`config.mk`:
```
export PLATFORM = sky130hd
export DESIGN_NAME = fp_align_stage_flat
export DESIGN_NICKNAME = d
export VERILOG_FILES = /design/src/rtl/fpadd_pkg.sv /design/src/rtl/fp_align_stage_if.sv /design/src/rtl/fp_classify.sv /design/src/rtl/fp_align_stage.sv /design/src/flat_wrapper.sv
export SDC_FILE = /design/constraint.sdc
export NUM_CORES = 1
export LEC_CHECK = 0
export CORE_MARGIN = 2
export CORE_UTILIZATION = 35
export CTS_BUF_LIST = sky130_fd_sc_hd__clkbuf_8
export CTS_CLUSTER_DIAMETER = 60
export DETAILED_ROUTE_END_ITERATION = 8
export GPL_TIMING_DRIVEN = 0
export PLACE_DENSITY = 0.54
export SETUP_SLACK_MARGIN = 0.3
export SYNTH_ARGS = -nofsm -noshare
export SYNTH_HDL_FRONTEND = slang
export SYNTH_HIERARCHICAL = 1
export SYNTH_SLANG_ARGS = --single-unit
```
`constraint.sdc`:
```
create_clock -name clk -period 7 [get_ports clk]
set_input_delay 2.1 -clock clk [delete_from_list [all_inputs] [get_ports clk]]
set_output_delay 2.1 -clock clk [all_outputs]
set_load 0.02 [all_outputs]
```
`src/rtl/fpadd_pkg.sv`:
```
// Shared types and constants for the FP32 adder pipeline.
// Holds the operand struct, alignment-state enum and counter helper.
package fpadd_pkg;

  typedef struct packed {
    logic        sign;
    logic [7:0]  exp;
    logic [22:0] mant;
  } fp32_t;

  localparam logic [7:0] EXP_ALL_ONES = 8'hFF;
  localparam int SIG_W = 24;
  localparam int EXT_W = 8;
  localparam int ALN_W = SIG_W + EXT_W;

  typedef enum logic [1:0] {
    S_IDLE,
    S_SHIFT,
    S_ADD,
    S_DONE
  } align_state_t;

  function automatic logic [31:0] sat_inc(
    input logic [31:0] x
  );
    return (x == 32'hFFFF_FFFF) ? x : x + 32'd1;
  endfunction

endpackage

```
`src/rtl/fp_align_stage_if.sv`:
```
// Operand/result bundle between the align stage and its neighbours.
// master: the upstream/normalizer side; slave: the align stage.
interface fp_align_if;
  logic        in_valid;
  logic        in_ready;
  logic [31:0] A;
  logic [31:0] B;
  logic        out_valid;
  logic        out_ready;
  logic [31:0] alignedResult;
  logic        carryOut;
  logic        sticky;
  logic [7:0]  exponentOut;
  logic        alignedSign;
  logic        ANaN, BNaN;
  logic        Ainf, Binf;
  logic        Azero, Bzero;
  logic        Asub, Bsub;
  logic        bypassALU;
  logic        Aex, Bex;
  logic [31:0] A_q;
  logic [31:0] B_q;

  modport master (
    output in_valid, A, B, out_ready,
    input  in_ready, out_valid,
    input  alignedResult, carryOut, sticky,
    input  exponentOut, alignedSign,
    input  ANaN, BNaN, Ainf, Binf,
    input  Azero, Bzero, Asub, Bsub,
    input  bypassALU, Aex, Bex, A_q, B_q
  );

  modport slave (
    input  in_valid, A, B, out_ready,
    output in_ready, out_valid,
    output alignedResult, carryOut, sticky,
    output exponentOut, alignedSign,
    output ANaN, BNaN, Ainf, Binf,
    output Azero, Bzero, Asub, Bsub,
    output bypassALU, Aex, Bex, A_q, B_q
  );
endinterface

```
`src/rtl/fp_classify.sv`:
```
// Per-operand IEEE-754 single classification.
// Subnormals get effective exponent 1 and no hidden bit.
import fpadd_pkg::*;

module fp_classify (
  input  logic [7:0]  exp_i,
  input  logic [22:0] man_i,
  output logic        nan_o,
  output logic        inf_o,
  output logic        zero_o,
  output logic        sub_o,
  output logic        hid_o,
  output logic [7:0]  eexp_o
);

  logic exp_max;
  logic exp_min;
  logic man_nz;

  always_comb begin
    exp_max = (exp_i == EXP_ALL_ONES);
    exp_min = (exp_i == 8'h00);
    man_nz  = |man_i;
    nan_o   = exp_max & man_nz;
    inf_o   = exp_max & ~man_nz;
    zero_o  = exp_min & ~man_nz;
    sub_o   = exp_min & man_nz;
    hid_o   = ~exp_min;
    eexp_o  = exp_min ? 8'd1 : exp_i;
  end

endmodule

```
`src/rtl/fp_align_stage.sv`:
```
// FP32 adder align/add stage: order, shift-with-sticky, add/sub.
// FP_ALIGN_STATS_EN adds saturating op/bypass/shift-cycle counters.
import fpadd_pkg::*;

module fp_align_stage #(
  parameter int SHIFT_PER_CYCLE = 4,
  parameter int BYPASS_DIFF     = 26
) (
  input  logic         clk,
  input  logic         rst,
  fp_align_if.slave    io
`ifdef FP_ALIGN_STATS_EN
  ,
  output logic [31:0]  stat_ops,
  output logic [31:0]  stat_bypass,
  output logic [31:0]  stat_shift_cycles
`endif
);

  localparam logic [7:0] SPC =
    8'(SHIFT_PER_CYCLE);

  fp32_t fa, fb;
  assign fa = io.A;
  assign fb = io.B;

  logic a_nan, a_inf, a_zero, a_sub, a_hid;
  logic b_nan, b_inf, b_zero, b_sub, b_hid;
  logic [7:0] a_ee, b_ee;

  fp_classify u_cls_a (
    .exp_i  (fa.exp),
    .man_i  (fa.mant),
    .nan_o  (a_nan),
    .inf_o  (a_inf),
    .zero_o (a_zero),
    .sub_o  (a_sub),
    .hid_o  (a_hid),
    .eexp_o (a_ee)
  );

  fp_classify u_cls_b (
    .exp_i  (fb.exp),
    .man_i  (fb.mant),
    .nan_o  (b_nan),
    .inf_o  (b_inf),
    .zero_o (b_zero),
    .sub_o  (b_sub),
    .hid_o  (b_hid),
    .eexp_o (b_ee)
  );

  align_state_t state_q, state_d;
  logic [ALN_W-1:0] big_q, big_d;
  logic [ALN_W-1:0] sml_q, sml_d;
  logic        acc_q, acc_d;
  logic [7:0]  rem_q, rem_d;
  logic        bsgn_q, bsgn_d;
  logic        esub_q, esub_d;
  logic [7:0]  bexp_q, bexp_d;
  logic [31:0] res_q, res_d;
  logic        carry_q, carry_d;
  logic        stk_q, stk_d;
  logic        sgn_q, sgn_d;
  logic [7:0]  expo_q, expo_d;
  logic [7:0]  flg_q, flg_d;
  logic        byp_q, byp_d;
  logic        aex_q, aex_d;
  logic        bex_q, bex_d;
  logic [31:0] a_q, a_d;
  logic [31:0] b_q, b_d;

  logic        a_big;
  logic        big_h, sml_h;
  logic [22:0] big_m, sml_m;
  logic [7:0]  big_ee, sml_ee;
  logic [7:0]  diff;
  logic        special;
  logic        far;
  logic [7:0]  step;
  logic [31:0] mask;
  logic [32:0] sum;
  logic [31:0] dif;

  always_comb begin
    state_d = state_q;
    big_d   = big_q;
    sml_d   = sml_q;
    acc_d   = acc_q;
    rem_d   = rem_q;
    bsgn_d  = bsgn_q;
    esub_d  = esub_q;
    bexp_d  = bexp_q;
    res_d   = res_q;
    carry_d = carry_q;
    stk_d   = stk_q;
    sgn_d   = sgn_q;
    expo_d  = expo_q;
    flg_d   = flg_q;
    byp_d   = byp_q;
    aex_d   = aex_q;
    bex_d   = bex_q;
    a_d     = a_q;
    b_d     = b_q;

    a_big  = {fa.exp, fa.mant} >=
             {fb.exp, fb.mant};
    big_h  = a_big ? a_hid : b_hid;
    sml_h  = a_big ? b_hid : a_hid;
    big_m  = a_big ? fa.mant : fb.mant;
    sml_m  = a_big ? fb.mant : fa.mant;
    big_ee = a_big ? a_ee : b_ee;
    sml_ee = a_big ? b_ee : a_ee;
    diff   = big_ee - sml_ee;
    special = |{a_nan, a_inf, a_zero,
                b_nan, b_inf, b_zero};
    far    = int'(diff) >= BYPASS_DIFF;

    step = (rem_q > SPC) ? SPC : rem_q;
    mask = (32'd1 << step) - 32'd1;
    sum  = {1'b0, big_q} + {1'b0, sml_q};
    dif  = big_q - sml_q - {31'd0, acc_q};

    unique case (state_q)
      S_IDLE: begin
        if (io.in_valid) begin
          a_d     = io.A;
          b_d     = io.B;
          flg_d   = {a_nan, b_nan, a_inf, b_inf,
                     a_zero, b_zero, a_sub, b_sub};
          res_d   = '0;
          carry_d = 1'b0;
          stk_d   = 1'b0;
          expo_d  = '0;
          sgn_d   = 1'b0;
          byp_d   = 1'b0;
          aex_d   = 1'b0;
          bex_d   = 1'b0;
          big_d   = {big_h, big_m, {EXT_W{1'b0}}};
          sml_d   = {sml_h, sml_m, {EXT_W{1'b0}}};
          acc_d   = 1'b0;
          rem_d   = diff;
          bsgn_d  = a_big ? fa.sign : fb.sign;
          esub_d  = fa.sign ^ fb.sign;
          bexp_d  = big_ee;
          if (special) begin
            state_d = S_DONE;
          end else if (far) begin
            state_d = S_DONE;
            byp_d   = 1'b1;
            aex_d   = a_big;
            bex_d   = ~a_big;
          end else if (diff == 8'd0) begin
            state_d = S_ADD;
          end else begin
            state_d = S_SHIFT;
          end
        end
      end
      S_SHIFT: begin
        sml_d = sml_q >> step;
        acc_d = acc_q | (|(sml_q & mask));
        rem_d = rem_q - step;
        if (rem_d == 8'd0) state_d = S_ADD;
      end
      S_ADD: begin
        if (esub_q) begin
          res_d   = dif;
          carry_d = 1'b0;
          // exact cancellation is reported as +0
          sgn_d   = (dif != 32'd0) & bsgn_q;
        end else begin
          {carry_d, res_d} = sum;
          sgn_d   = bsgn_q;
        end
        stk_d   = acc_q;
        expo_d  = bexp_q;
        state_d = S_DONE;
      end
      S_DONE: begin
        if (io.out_ready) state_d = S_IDLE;
      end
      default: state_d = S_IDLE;
    endcase
  end

  always_ff @(posedge clk) begin
    if (rst) begin
      state_q <= S_IDLE;
      big_q   <= '0;
      sml_q   <= '0;
      acc_q   <= 1'b0;
      rem_q   <= '0;
      bsgn_q  <= 1'b0;
      esub_q  <= 1'b0;
      bexp_q  <= '0;
      res_q   <= '0;
      carry_q <= 1'b0;
      stk_q   <= 1'b0;
      sgn_q   <= 1'b0;
      expo_q  <= '0;
      flg_q   <= '0;
      byp_q   <= 1'b0;
      aex_q   <= 1'b0;
      bex_q   <= 1'b0;
      a_q     <= '0;
      b_q     <= '0;
    end else begin
      state_q <= state_d;
      big_q   <= big_d;
      sml_q   <= sml_d;
      acc_q   <= acc_d;
      rem_q   <= rem_d;
      bsgn_q  <= bsgn_d;
      esub_q  <= esub_d;
      bexp_q  <= bexp_d;
      res_q   <= res_d;
      carry_q <= carry_d;
      stk_q   <= stk_d;
      sgn_q   <= sgn_d;
      expo_q  <= expo_d;
      flg_q   <= flg_d;
      byp_q   <= byp_d;
      aex_q   <= aex_d;
      bex_q   <= bex_d;
      a_q     <= a_d;
      b_q     <= b_d;
    end
  end

  assign io.in_ready      = (state_q == S_IDLE);
  assign io.out_valid     = (state_q == S_DONE);
  assign io.alignedResult = res_q;
  assign io.carryOut      = carry_q;
  assign io.sticky        = stk_q;
  assign io.exponentOut   = expo_q;
  assign io.alignedSign   = sgn_q;
  assign {io.ANaN, io.BNaN, io.Ainf, io.Binf,
          io.Azero, io.Bzero, io.Asub, io.Bsub}
                          = flg_q;
  assign io.bypassALU     = byp_q;
  assign io.Aex           = aex_q;
  assign io.Bex           = bex_q;
  assign io.A_q           = a_q;
  assign io.B_q           = b_q;

`ifdef FP_ALIGN_STATS_EN
  logic [31:0] ops_q, ops_d;
  logic [31:0] bps_q, bps_d;
  logic [31:0] shc_q, shc_d;
  logic        spc_q, spc_d;
  logic        hs_done;

  always_comb begin
    hs_done = (state_q == S_DONE) & io.out_ready;
    spc_d   = spc_q;
    if (state_q == S_IDLE && io.in_valid)
      spc_d = special | far;
    ops_d = hs_done ? sat_inc(ops_q) : ops_q;
    bps_d = (hs_done & spc_q) ?
            sat_inc(bps_q) : bps_q;
    shc_d = (state_q == S_SHIFT) ?
            sat_inc(shc_q) : shc_q;
  end

  always_ff @(posedge clk) begin
    if (rst) begin
      ops_q <= '0;
      bps_q <= '0;
      shc_q <= '0;
      spc_q <= 1'b0;
    end else begin
      ops_q <= ops_d;
      bps_q <= bps_d;
      shc_q <= shc_d;
      spc_q <= spc_d;
    end
  end

  assign stat_ops          = ops_q;
  assign stat_bypass       = bps_q;
  assign stat_shift_cycles = shc_q;
`endif

endmodule
```
`src/flat_wrapper.sv`:
```
// flat-port wrapper written by rule: the top's interface ports become plain ports
module fp_align_stage_flat 
#(
  parameter int SHIFT_PER_CYCLE = 4,
  parameter int BYPASS_DIFF     = 26
)
  (clk, rst, io_in_valid, io_A, io_B, io_out_ready, io_in_ready, io_out_valid, io_alignedResult, io_carryOut, io_sticky, io_exponentOut, io_alignedSign, io_ANaN, io_BNaN, io_Ainf, io_Binf, io_Azero, io_Bzero, io_Asub, io_Bsub, io_bypassALU, io_Aex, io_Bex, io_A_q, io_B_q);
  fp_align_if io_i ();
  input  logic clk;
  input  logic rst;
  input wire logic [$bits(io_i.in_valid)-1:0] io_in_valid;
  input wire logic [$bits(io_i.A)-1:0] io_A;
  input wire logic [$bits(io_i.B)-1:0] io_B;
  input wire logic [$bits(io_i.out_ready)-1:0] io_out_ready;
  output wire logic [$bits(io_i.in_ready)-1:0] io_in_ready;
  output wire logic [$bits(io_i.out_valid)-1:0] io_out_valid;
  output wire logic [$bits(io_i.alignedResult)-1:0] io_alignedResult;
  output wire logic [$bits(io_i.carryOut)-1:0] io_carryOut;
  output wire logic [$bits(io_i.sticky)-1:0] io_sticky;
  output wire logic [$bits(io_i.exponentOut)-1:0] io_exponentOut;
  output wire logic [$bits(io_i.alignedSign)-1:0] io_alignedSign;
  output wire logic [$bits(io_i.ANaN)-1:0] io_ANaN;
  output wire logic [$bits(io_i.BNaN)-1:0] io_BNaN;
  output wire logic [$bits(io_i.Ainf)-1:0] io_Ainf;
  output wire logic [$bits(io_i.Binf)-1:0] io_Binf;
  output wire logic [$bits(io_i.Azero)-1:0] io_Azero;
  output wire logic [$bits(io_i.Bzero)-1:0] io_Bzero;
  output wire logic [$bits(io_i.Asub)-1:0] io_Asub;
  output wire logic [$bits(io_i.Bsub)-1:0] io_Bsub;
  output wire logic [$bits(io_i.bypassALU)-1:0] io_bypassALU;
  output wire logic [$bits(io_i.Aex)-1:0] io_Aex;
  output wire logic [$bits(io_i.Bex)-1:0] io_Bex;
  output wire logic [$bits(io_i.A_q)-1:0] io_A_q;
  output wire logic [$bits(io_i.B_q)-1:0] io_B_q;
  assign io_i.in_valid = io_in_valid;
  assign io_i.A = io_A;
  assign io_i.B = io_B;
  assign io_i.out_ready = io_out_ready;
  assign io_in_ready = io_i.in_ready;
  assign io_out_valid = io_i.out_valid;
  assign io_alignedResult = io_i.alignedResult;
  assign io_carryOut = io_i.carryOut;
  assign io_sticky = io_i.sticky;
  assign io_exponentOut = io_i.exponentOut;
  assign io_alignedSign = io_i.alignedSign;
  assign io_ANaN = io_i.ANaN;
  assign io_BNaN = io_i.BNaN;
  assign io_Ainf = io_i.Ainf;
  assign io_Binf = io_i.Binf;
  assign io_Azero = io_i.Azero;
  assign io_Bzero = io_i.Bzero;
  assign io_Asub = io_i.Asub;
  assign io_Bsub = io_i.Bsub;
  assign io_bypassALU = io_i.bypassALU;
  assign io_Aex = io_i.Aex;
  assign io_Bex = io_i.Bex;
  assign io_A_q = io_i.A_q;
  assign io_B_q = io_i.B_q;
  fp_align_stage #(.SHIFT_PER_CYCLE(SHIFT_PER_CYCLE), .BYPASS_DIFF(BYPASS_DIFF)) u_core (.clk(clk), .rst(rst), .io(io_i));
endmodule
```
# --- Yosys cells after proc, flatten, opt, wreduce, memory -nomap -nowiden ---
# Index checks and enable logic that the tools add are counted.
classes:
  addsub: 6
  mul: 0
  div: 0
  magnitude_cmp: 3
  n_eq_ne: 8
  shift: 2
  muxes: 39
  bitwise_logic: 17
  reduce_logical: 16
ops:
  columns: ["op", "count"]
  rows:
  - ["32-bit case mux with 2 select lines", 2]
  - ["32-bit 2-to-1 mux", 3]
  - ["8-bit 2-to-1 mux", 7]
  - ["23-bit 2-to-1 mux", 2]
  - ["23-bit OR reduction", 2]
  - ["32-bit by 32-bit adder with 33-bit output", 1]
  - ["32-bit AND", 1]
  - ["8-bit zero test", 4]
  - ["8-bit case mux with 2 select lines", 2]
  - ["32-bit nonzero test", 1]
  - ["32-bit OR reduction", 1]
  - ["1-bit by 8-bit << shifter with 32-bit output (first input constant)", 1]
  - ["32-bit by 8-bit right shift with 32-bit output", 1]
  - ["32-bit by 1-bit subtractor with 32-bit output", 1]
  - ["32-bit by 1-bit subtractor with 32-bit output (second input constant)", 1]
  - ["32-bit subtractor", 1]
  - ["31-bit >= comparator", 1]
  - ["8-bit equality test (second input constant)", 2]
  - ["8-bit subtractor", 2]
  - ["1-bit 2-to-1 mux", 12]
  - ["2-bit 2-to-1 mux", 6]
  - ["1-bit AND", 9]
  - ["8-bit by 5-bit >= comparator with 1-bit output (second input constant)", 1]
  - ["8-bit by 3-bit greater-than comparator with 1-bit output (second input constant)", 1]
  - ["other kinds (14)", 26]
word_totals:
  register_bits: 195
  latch_bits: 0
  mem_bits_rw: 0
  mem_bits_ro: 0
  inputBits: 68
  mem_count: 0

# --- Depth between registers and ports, before layout ---
# Gate-level depths: netlist (run 1).
depth:
  ltp_word: 10
  ltp_mapped: 17

# --- Cells and area by module ---
# The synthesis (run 1) kept the hierarchy.
modules_own_cells:
  columns: ["mod", "instances", "cells_each", "area_each_um2", "seq_area_each_um2"]
  rows:
  - ["fp_align_stage", 1, 1799, 13782.0, 3903.7]
  - ["fp_classify", 2, 28, 186.4, 0.0]

# --- Worst setup path after synthesis (run 1) ---
# Ideal clock, no wire load.
synth_path:
  path_kind: "input -> register"
  startpoint: "input io_B[12]"
  endpoint: "register u_core.state_q[1]"
  t_arrival_ns: 5.443
  required_ns: 6.914
  setup_slack_ns: 1.471
  cell_stages: 17
  n_path_buf: 2
  cell_sequence: "inv_1 ha_1 a21oi_1 o21ai_0 a22o_1 a31oi_1 a21o_4 buf_6 clkbuf_1 a21oi_1 ha_1 a2111oi_4 a41oi_2 xnor2_2 nor3_1 nor4_2 a221oi_2"
synth_between:
  elab_chain_len: 9
synth_rtl:
  columns: ["item", "line_no", "source"]
  rows:
  - ["from (decl)", "flat_wrapper.sv:13", "input wire logic [$bits(io_i.B)-1:0] io_B;"]
  - ["branches (longest 6 deep; another with 31-bit >= comparator)", null, null]
  - ["2-bit 2-to-1 mux (*)", "fp_align_stage.sv:146", "if (special) begin"]
  - ["2-bit 2-to-1 mux (*)", "fp_align_stage.sv:126", "if (io.in_valid) begin"]
  - ["2-bit case mux with 4 select lines (*)", "fp_align_stage.sv:124", "unique case (state_q)"]
  - ["to (signal assigned)", "fp_align_stage.sv:209", "state_q <= state_d;"]
  - ["to (decl)", "fp_align_stage.sv:53", "align_state_t state_q, state_d;"]
# Mark *: on every way between the ends. The select of a mux whose other input is x is not followed.
# A chain may end at the register's enable or synchronous reset.

# --- Final worst setup path (run 1) ---
layout_path:
  startpoint: "input io_B[2]"
  endpoint: "register u_core.state_q[1]"
# Same word-level chain as after synthesis.

==> run summary, run 1 <==
Run status: completed
Leak: 6.48 nW
Total Power: 6.55 mW
Syn Area/Cell: 7.63 sq um
Maximum vdd ir drop: 0.164 mV
Post CTS Setup Buffer Count: 0
Reg-to-reg critical path startpoint: u_core/sml_q[11]
CTS tree: built
Root buffer cell: clkbuf_8
Diodes inserted: 0
Post-synthesis xor/xnor area fraction: 3.51%
Core area: 0.0398 sq mm
FF-to-FF path depth: 14
Critical Path Fanout Max: 19
Site Rows: 73
Arr. time, crit path: 6.48 ns
Vias per cell: 5.48
Largest net degree at the start of global routing: 19
Synth Area in Simple Gates: 21.4%
Die ar.: 0.0421 sq mm
Via Count: 14,240
HPWL after DPL: 43.1 mm
Post-synth EDFFs: 0
Hold buffers post-CTS: 0
Fillcell total: 4,216
Ys async rst share: 0%
Met2 usage: 40.7%
Min Tclk post-route: 6.13 ns
Worst skew pair latency: 0.51 ns
TritonRoute pass-1 iters: 5
Util after Layout: 42.8%
Synth Area in Adders: 11.0%
Warnings from Yosys: 6
Yosys top cell area share: 27.6%
Mapped Area: 0.0142 sq mm
Dominant cells by area after synthesis: dfxtp_1, ha_1, nand2_1
H-tree levels: 4
Crit Path Class: in -> reg
GRT Max-Usage Layer: met2
Routed Antenna Nets: 0
GRT Overall Usage: 25.4%
Critical Path RT: 7.34 ns
CP max stage cell: clkdlybuf4s50_1
Clk buf depth: 2
Hold path depth: 2
Initial core utilization: 35.5%
Die Y: 205 um
Area added between synthesis and finish: 20.5%
Initial drt markers: 953
DRC: 0
Worst-path cell chain: clkdlybuf4s50_1 > inv_1 > ha_1 > a21o_1 > a31oi_1 > o21ai_0 > a31oi_2 > a21o_4 > buf_6 > a21oi_1 > ha_1 > a2111oi_4 > a41oi_2 > xnor2_2 > nor3_1 > nor4_2 > a221oi_2
Post-synthesis sequential area ratio: 27.6%
Total CTS buffers: 17
Die width: 205 um
Slew headroom: 27.6%
Multiplexer share of the synthesized area: 6.04%
IO Port Bufs: 187
Setup TNS: 0 ns
Hold Startpoint: u_core/io.bypassALU
FF-to-FF setup slack: 2.50 ns
RSZ-0062 raised after global routing: no
Post-synthesis compound-gate area fraction: 23.7%
Number of max-cap violations: 0
FF+latch count, synth: 195
Worst Hold Class: reg -> reg
Ys flop type: dfxtp_1
Critical R2R Capture: u_core/io.alignedSign
Pwr dens: 384 mW/mm^2
WHS Endpoint: u_core/io.bypassALU
Cell mode on critical path: ha_1
Global-route wire length before repair: 81.8 mm
Routed len/inst: 20.6 um
Clock skew: 0.0167 ns
# IOs: 188
Vias in the first global route: 13,938
Max-slew violations: 0
CP Launch Type: primary input
Main combinational cell family by area after synthesis: compound AO/OA/AOI/OAI gates
Multi-input logic area: 0.00930 sq mm
Met1 GRT Util: 34.4%
Register area: 0.00390 sq mm
Initial antenna violation count: 0
Worst setup EP type: register
Slowest stage delay, CP: 0.68 ns
Layout Nets: 2,247
GRT overflow: 0
Met3 Use GR: 5.33%
Synth unique cells: 88
Yosys top cell by area: dfxtp_1
Mapped Cells: 1,855
Sink Count: 195
Syn nets: 2,042
Final setup viols: 0
Clock transition at path regs: 0.10 ns
Fraction of layout cells with a size suffix above 1: 4.97%
Fin crit share: 87.6%
Routability cong.: 0.893
Least-Margin Pin Slew: 1.09 ns
Max Clk Rate: 163 MHz
Final hold vios: 0
Drt total wl: 53.5 mm
==> how the worst max path moves through the flow <==
stage	start	to	slack [ns]
after floorplan	io_B[12]	u_core/state_q[1]	1.47
after global placement	io_B[2]	u_core/state_q[1]	-0.46
after detailed placement	io_B[2]	u_core/state_q[0]	-0.42
after CTS	io_B[2]	u_core/state_q[1]	0.36
after global routing	io_A[0]	u_core/state_q[1]	0.62
final	io_B[2]	u_core/state_q[1]	0.87
==> through the flow <==
step	worst slack [ns]	cell area [sq um]	cells	hold WS [ns]
final	0.867	17100	2598	0.456
after global routing	0.620	17100	2598	0.479
after CTS	0.358	17100	2599	0.459
after detailed placement	-0.422	16700	2567	0.440
after global placement	-0.458	16700	2567	0.433
after floorplan	1.47	14200	1855	0.465
==> report_power, final <==
part | switching (mW) | internal, mW | total, mW
Clock | 0.470 | 0.277 | 0.747
Combinational | 2.68 | 1.57 | 4.25
Sequential | 0.225 | 1.32 | 1.55
Total | 3.38 | 3.17 | 6.55
==> registers in the layout, summed over array words and instances, names as in the netlist, 2 cells and up <==
signal,count
u_core/flg_q,8
u_core/big_q,24
u_core/io.exponentOut,8
u_core/io.B_q,32
u_core/sml_q,32
u_core/bexp_q,8
u_core/io.A_q,32
u_core/state_q,2
u_core/io.alignedResult,32
u_core/rem_q,8
==> logic make-up after synthesis <==
logic type / Yosys count
multiplexers: 55
buffers and inverters: 252
other: 1
XOR/XNOR: 55
AND/OR/NAND/NOR: 664
adder cells (fa/ha/maj): 125
flip-flops: 195
AO/OA/AOI/OAI: 508
==> final cells by class <==
type / instances / area share [%]
sequential: 195 / 22.9
inverter: 137 / 3.01
timing repair buffer: 187 / 11.0
buffer: 114 / 2.58
multi-input combinational: 1408 / 54.5
tap: 525 / 3.85
clock inverter: 13 / 0.667
clock buffer: 19 / 1.53
==> per-layer routing <==
layer | vias up | routed length [um]
met5 | - | 0
met2 | 456 | 24000
met1 | 6758 | 24800
li1 | 6972 | -
met4 | 0 | 1190
met3 | 54 | 3490
==> worst max-delay path: cells and delay by family <==
family / cells / cell delay (ns)
AND/OR/NAND/NOR: 2 / 0.51
adder cells (fa/ha/maj): 2 / 0.54
AO/OA/AOI/OAI: 9 / 1.97
XOR/XNOR: 1 / 0.30
buffers and inverters: 3 / 1.02
==> synth_stat cells (4+ instances only) <==
cell	n
a21oi_1	187
a222oi_1	9
a22oi_1	25
a31oi_1	6
ha_1	118
a211oi_1	80
xnor2_1	46
nor4_2	8
and2_1	6
o21bai_1	9
or3_1	7
nor4_1	21
o21ai_0	68
xor2_1	7
nand2b_1	24
and3_1	10
a311oi_1	6
mux4_2	24
nor3_2	5
nor2b_1	19
nand2_1	303
buf_1	15
o21ai_1	4
dfxtp_1	195
nand4_1	15
o22ai_1	6
maj3_1	6
nor3_1	27
mux2i_1	28
a221oi_1	18
or2_2	5
o31ai_1	8
nand3_1	19
o211ai_1	13
a21o_1	17
clkbuf_1	97
o21a_1	6
inv_1	137
nor2_1	177
==> what timing repair did <==
item,4_1_cts,5_1_grt
setup endpoints to repair,5,5
resized for setup,1,0
pin swaps,0,0
==> layout by cell type, fill, tap and decap left out, drive strengths merged, types with 32 or more instances in the layout <==
cell,count
nor2,177
a21oi,188
clkdlybuf4s50,187
inv,144
ha,118
nor3,32
o21ai,72
a211oi,83
dfxtp,195
xnor2,47
nand2,303
clkbuf,115
No activity file was read; power rests on OpenSTA's default activity.
==> run 2: changes to the inputs <==
- clock period: 7 -> 6.4 ns (I/O delays scaled with it)
==> run summary, run 2 (same netlist as run 1, synthesis figures left out) <==
Cell mode on critical path: ha_1
Slowest stage delay, CP: 0.68 ns
Routability cong.: 0.893
Vias in the first global route: 13,942
Combinational power share: 64.9%
Site Rows: 73
Drt total wl: 53.4 mm
GRT overflow: 0
Setup TNS: 0 ns
GRT Overall Usage: 25.3%
P_int: 3.47 mW
Arr. time, crit path: 6.20 ns
Crit Path Class: in -> reg
Min Tclk post-route: 5.86 ns
CP Launch Type: primary input
DRC: 0
Initial antenna violation count: 0
Via Count: 14,248
Hold path depth: 2
Worst-path cell chain: clkdlybuf4s50_1 > inv_1 > ha_1 > a21o_1 > a31oi_1 > o21ai_0 > a31oi_4 > a21o_4 > buf_6 > a21oi_1 > ha_1 > a2111oi_4 > a41oi_2 > xnor2_2 > nor3_1 > nor4_2 > a221oi_2
Worst setup EP type: register
Critical Path Fanout Max: 19
Min Hold Slack: 0.456 ns
Switching share of power: 51.5%
IO Port Bufs: 187
Commonest cells after routing, fill and taps aside: nand2_1, dfxtp_1, clkdlybuf4s50_1, a21oi_1, nor2_1
Die ar.: 0.0421 sq mm
RSZ-0062 raised after global routing: no
Hold buffers post-CTS: 0
Clock transition at path regs: 0.10 ns
Largest net degree at the start of global routing: 20
Number of max-cap violations: 0
Area added between synthesis and finish: 20.6%
Post-CTS sizing: 1
WHS Endpoint: u_core/io.bypassALU
Die width: 205 um
Initial core utilization: 35.5%
Most common cell after layout, fill and taps aside: nand2_1
CTS tree: built
Critical Path RT: 6.75 ns
Maximum vdd ir drop: 0.181 mV
Pwr dens: 419 mW/mm^2
Sink Count: 195
Diodes inserted: 0
Post CTS Setup Buffer Count: 0
Sequential share of power: 23.6%
Core area: 0.0398 sq mm
Run status: completed
Slew headroom: 24.9%
Clk pwr share: 11.4%
Clock skew: 0.0134 ns
Clk buf depth: 2
Root buffer cell: clkbuf_8
Fin crit share: 91.5%
# IOs: 188
Vias per cell: 5.48
Worst skew pair latency: 0.51 ns
Leak: 6.48 nW
Fraction of layout cells with a size suffix above 1: 4.97%
Worst Hold Class: reg -> reg
FF-to-FF setup slack: 1.92 ns
Layout Nets: 2,247
Util after Layout: 42.9%
P_sw: 3.68 mW
Reg-to-reg critical path startpoint: u_core/sml_q[11]
CP max stage cell: clkdlybuf4s50_1
Total CTS buffers: 17
Die Y: 205 um
FF-to-FF path depth: 14
Global-route wire length before repair: 81.7 mm
Final hold vios: 0
HPWL after DPL: 43.1 mm
Critical R2R Capture: u_core/io.alignedSign
Routed len/inst: 20.6 um
Max Clk Rate: 171 MHz
Routed Antenna Nets: 0
Max-slew violations: 0
Hold Startpoint: u_core/io.bypassALU
Least-Margin Pin Slew: 1.13 ns
Initial drt markers: 924
TritonRoute pass-1 iters: 5
Final setup viols: 0
H-tree levels: 4
==> run 2: cell counts in the layout (fill, tap and decap cells not counted) <==
No cell type changed its count.
==> run 2: worst max-delay path by stage <==
stage	start	end	cells after the start
2_1_floorplan	io_B[12]	u_core/state_q[1]	17
3_3_place_gp	io_B[2]	u_core/state_q[1]	18
3_5_place_dp	io_B[2]	u_core/state_q[0]	18
4_1_cts	io_B[2]	u_core/state_q[1]	17
5_1_grt	io_B[29]	u_core/state_q[1]	17
6_report	io_B[2]	u_core/state_q[0]	17
==> run 2: cell type report <==
type | instances | area, sq um
Buffer | 114 | 440
Tap cell | 525 | 657
Multi-Input combinational cell | 1408 | 9310
Clock inverter | 13 | 114
Inverter | 137 | 514
Sequential cell | 195 | 3900
Clock buffer | 19 | 262
Timing Repair Buffer | 187 | 1870
Fill cell | 4216 | 22800
==> run 2: routing by layer <==
metal,GRT usage (%),routed length (um)
met5,0,0
met4,7.14,1190
met3,5.33,3460
met2,40.6,24000
met1,34.3,24800
==> run 2: through the flow <==
step	total power [mW]	area, sq um	std cells	setup WS (ns)
finish	7.15	17100	2598	0.543
global route	7.71	17100	2598	0.304
CTS	7.14	17100	2598	0.498
detailed placement	6.30	16700	2567	-0.842
global placement	6.28	16700	2567	-0.878
floorplan	4.82	14200	1855	1.05
==> run 2: critical path: cells and delay by family <==
family                   cells  cell delay, ns
XOR/XNOR                     1            0.30
AND/OR/NAND/NOR              2            0.51
buffers and inverters        3            1.02
adder cells (fa/ha/maj)      2            0.54
AO/OA/AOI/OAI                9            1.89
==> run 2: power by group through the flow <==
stage / clock (mW) / sequential [mW] / combinational, mW
2_1_floorplan: 0 / 1.75 / 3.07
3_3_place_gp: 0 / 1.71 / 4.58
3_5_place_dp: 0 / 1.71 / 4.58
4_1_cts: 0.841 / 1.69 / 4.61
5_1_grt: 0.888 / 1.72 / 5.10
6_report: 0.816 / 1.69 / 4.65
==> run 3: changes to the inputs <==
- CORE_UTILIZATION: 35 -> 42
- PLACE_DENSITY: 0.54 -> 0.63
==> run summary, run 3 (same netlist as run 1, synthesis figures left out) <==
GRT Max-Usage Layer: met2
Initial antenna violation count: 0
Fin crit share: 90.7%
HPWL after DPL: 41.0 mm
Fillcell total: 3,440
Largest net degree at the start of global routing: 20
Total Power: 7.15 mW
Crit Path Class: in -> reg
H-tree levels: 4
Max-slew violations: 0
Hold Startpoint: u_core/io.alignedResult[3]
Worst Hold Class: reg -> reg
Global-route wire length before repair: 79.5 mm
Routed Antenna Nets: 0
Initial core utilization: 42.4%
DRC: 0
IO Port Bufs: 187
CP Launch Type: primary input
Routed len/inst: 20.3 um
P_int: 3.50 mW
Die width: 188 um
Post-route worst setup slack: 0.596 ns
Switching share of power: 51.0%
Leak: 6.48 nW
Met3 Use GR: 5.90%
Worst setup path start: io_B[22]
Pwr dens: 421 mW/mm^2
Final setup viols: 0
Arr. time, crit path: 6.14 ns
Run status: completed
Core area: 0.0334 sq mm
Maximum vdd ir drop: 0.203 mV
Critical Path RT: 6.74 ns
Post-route insts no fill: 2,521
CTS tree: built
Sink Count: 195
Fraction of layout cells with a size suffix above 1: 4.87%
Worst skew pair latency: 0.51 ns
Via Count: 14,385
Number of max-cap violations: 0
Root buffer cell: clkbuf_8
Die Y: 188 um
Hold path depth: 2
Clk buf depth: 2
Clock transition at path regs: 0.10 ns
Reg-to-reg critical path startpoint: u_core/sml_q[11]
P_sw: 3.64 mW
Area added between synthesis and finish: 20.0%
TritonRoute pass-1 iters: 6
Clock skew: 0.0190 ns
Drt total wl: 51.1 mm
DP Cell Count: 2,490
Commonest cells after routing, fill and taps aside: nand2_1, dfxtp_1, clkdlybuf4s50_1, a21oi_1, nor2_1
Routability cong.: 0.961
GRT overflow: 0
Final hold vios: 0
Worst setup EP type: register
# IOs: 188
Layout Nets: 2,247
Vias per cell: 5.71
Pre-CTS setup slack: -0.758 ns
Slew headroom: 25.8%
Min Tclk post-route: 5.80 ns
Total CTS buffers: 17
Util after Layout: 50.9%
Least-Margin Pin Slew: 1.11 ns
Met2 usage: 46.9%
Diodes inserted: 0
Vias in the first global route: 14,024
Die ar.: 0.0352 sq mm
Site Rows: 67
Critical Path Fanout Max: 19
Met1 GRT Util: 37.7%
GRT Overall Usage: 28.8%
Initial drt markers: 1,271
Sequential share of power: 23.6%
RSZ-0062 raised after global routing: no
Max Clk Rate: 172 MHz
Most common cell after layout, fill and taps aside: nand2_1
Clk pwr share: 11.6%
Combinational power share: 64.8%
FF-to-FF path depth: 14
==> run 3: power groups by stage <==
stage                     Sequential [mW]  Combinational, mW  Clock (mW)
after CTS                            1.68               4.58       0.847
after floorplan                      1.75               3.07           0
after global placement               1.70               4.54           0
final                                1.69               4.63       0.828
after detailed placement             1.71               4.56           0
after global routing                 1.71               5.06       0.896
==> run 3: worst max-delay path: stages <==
cell	delay (ns)
clkdlybuf4s50_1	0.62
inv_1	0.11
ha_1	0.33
a211oi_1	0.24
o21ai_0	0.13
o22ai_1	0.34
and2_1	0.28
a21o_4	0.19
buf_6	0.23
a21oi_1	0.10
ha_1	0.23
a2111oi_4	0.28
a41oi_2	0.22
xnor2_2	0.29
nor3_1	0.13
nor4_2	0.39
a221oi_2	0.10
==> run 3: layout make-up <==
type / instances / area (sq um) / share of cell area, %
plain buffers: 114 / 440 / 2.59
clock buffers: 20 / 275 / 1.62
clock inverters: 12 / 105 / 0.619
inverters: 137 / 514 / 3.03
multi-input cells: 1408 / 9310 / 54.8
flip-flops and latches: 195 / 3900 / 23.0
well taps: 448 / 561 / 3.30
repair buffers: 187 / 1870 / 11.0
==> run 3: path summary, 6_finish.rpt <==
path	to	slack, ns
worst max-delay path	u_core/state_q[1]	0.60
worst min-delay path	u_core/io.alignedResult[3]	0.46
worst max register to register	u_core/io.alignedSign	1.96
worst min register to register	u_core/io.alignedResult[3]	0.46
==> run 3: layer usage <==
metal | vias to the layer above | part of all wire (%)
met1 | 6804 | 45
met5 | - | 0
li1 | 6971 | -
met2 | 535 | 45
met3 | 75 | 7.2
met4 | 0 | 2.9
==> run 3: repair_timing <==
item,CTS,global route
resized for setup,1,1
gates cloned,0,0
hold buffers,0,0
buffers inserted,0,0
endpoints found under the setup margin,7,3
==> run 3: stage by stage <==
stage | setup TNS [ns] | area [sq um] | hold slack [ns]
CTS | 0 | 17000 | 0.461
global placement | -4.96 | 16600 | 0.434
floorplan | 0 | 14200 | 0.465
global route | 0 | 17000 | 0.475
finish | 0 | 17000 | 0.458
detailed placement | -4.53 | 16600 | 0.440
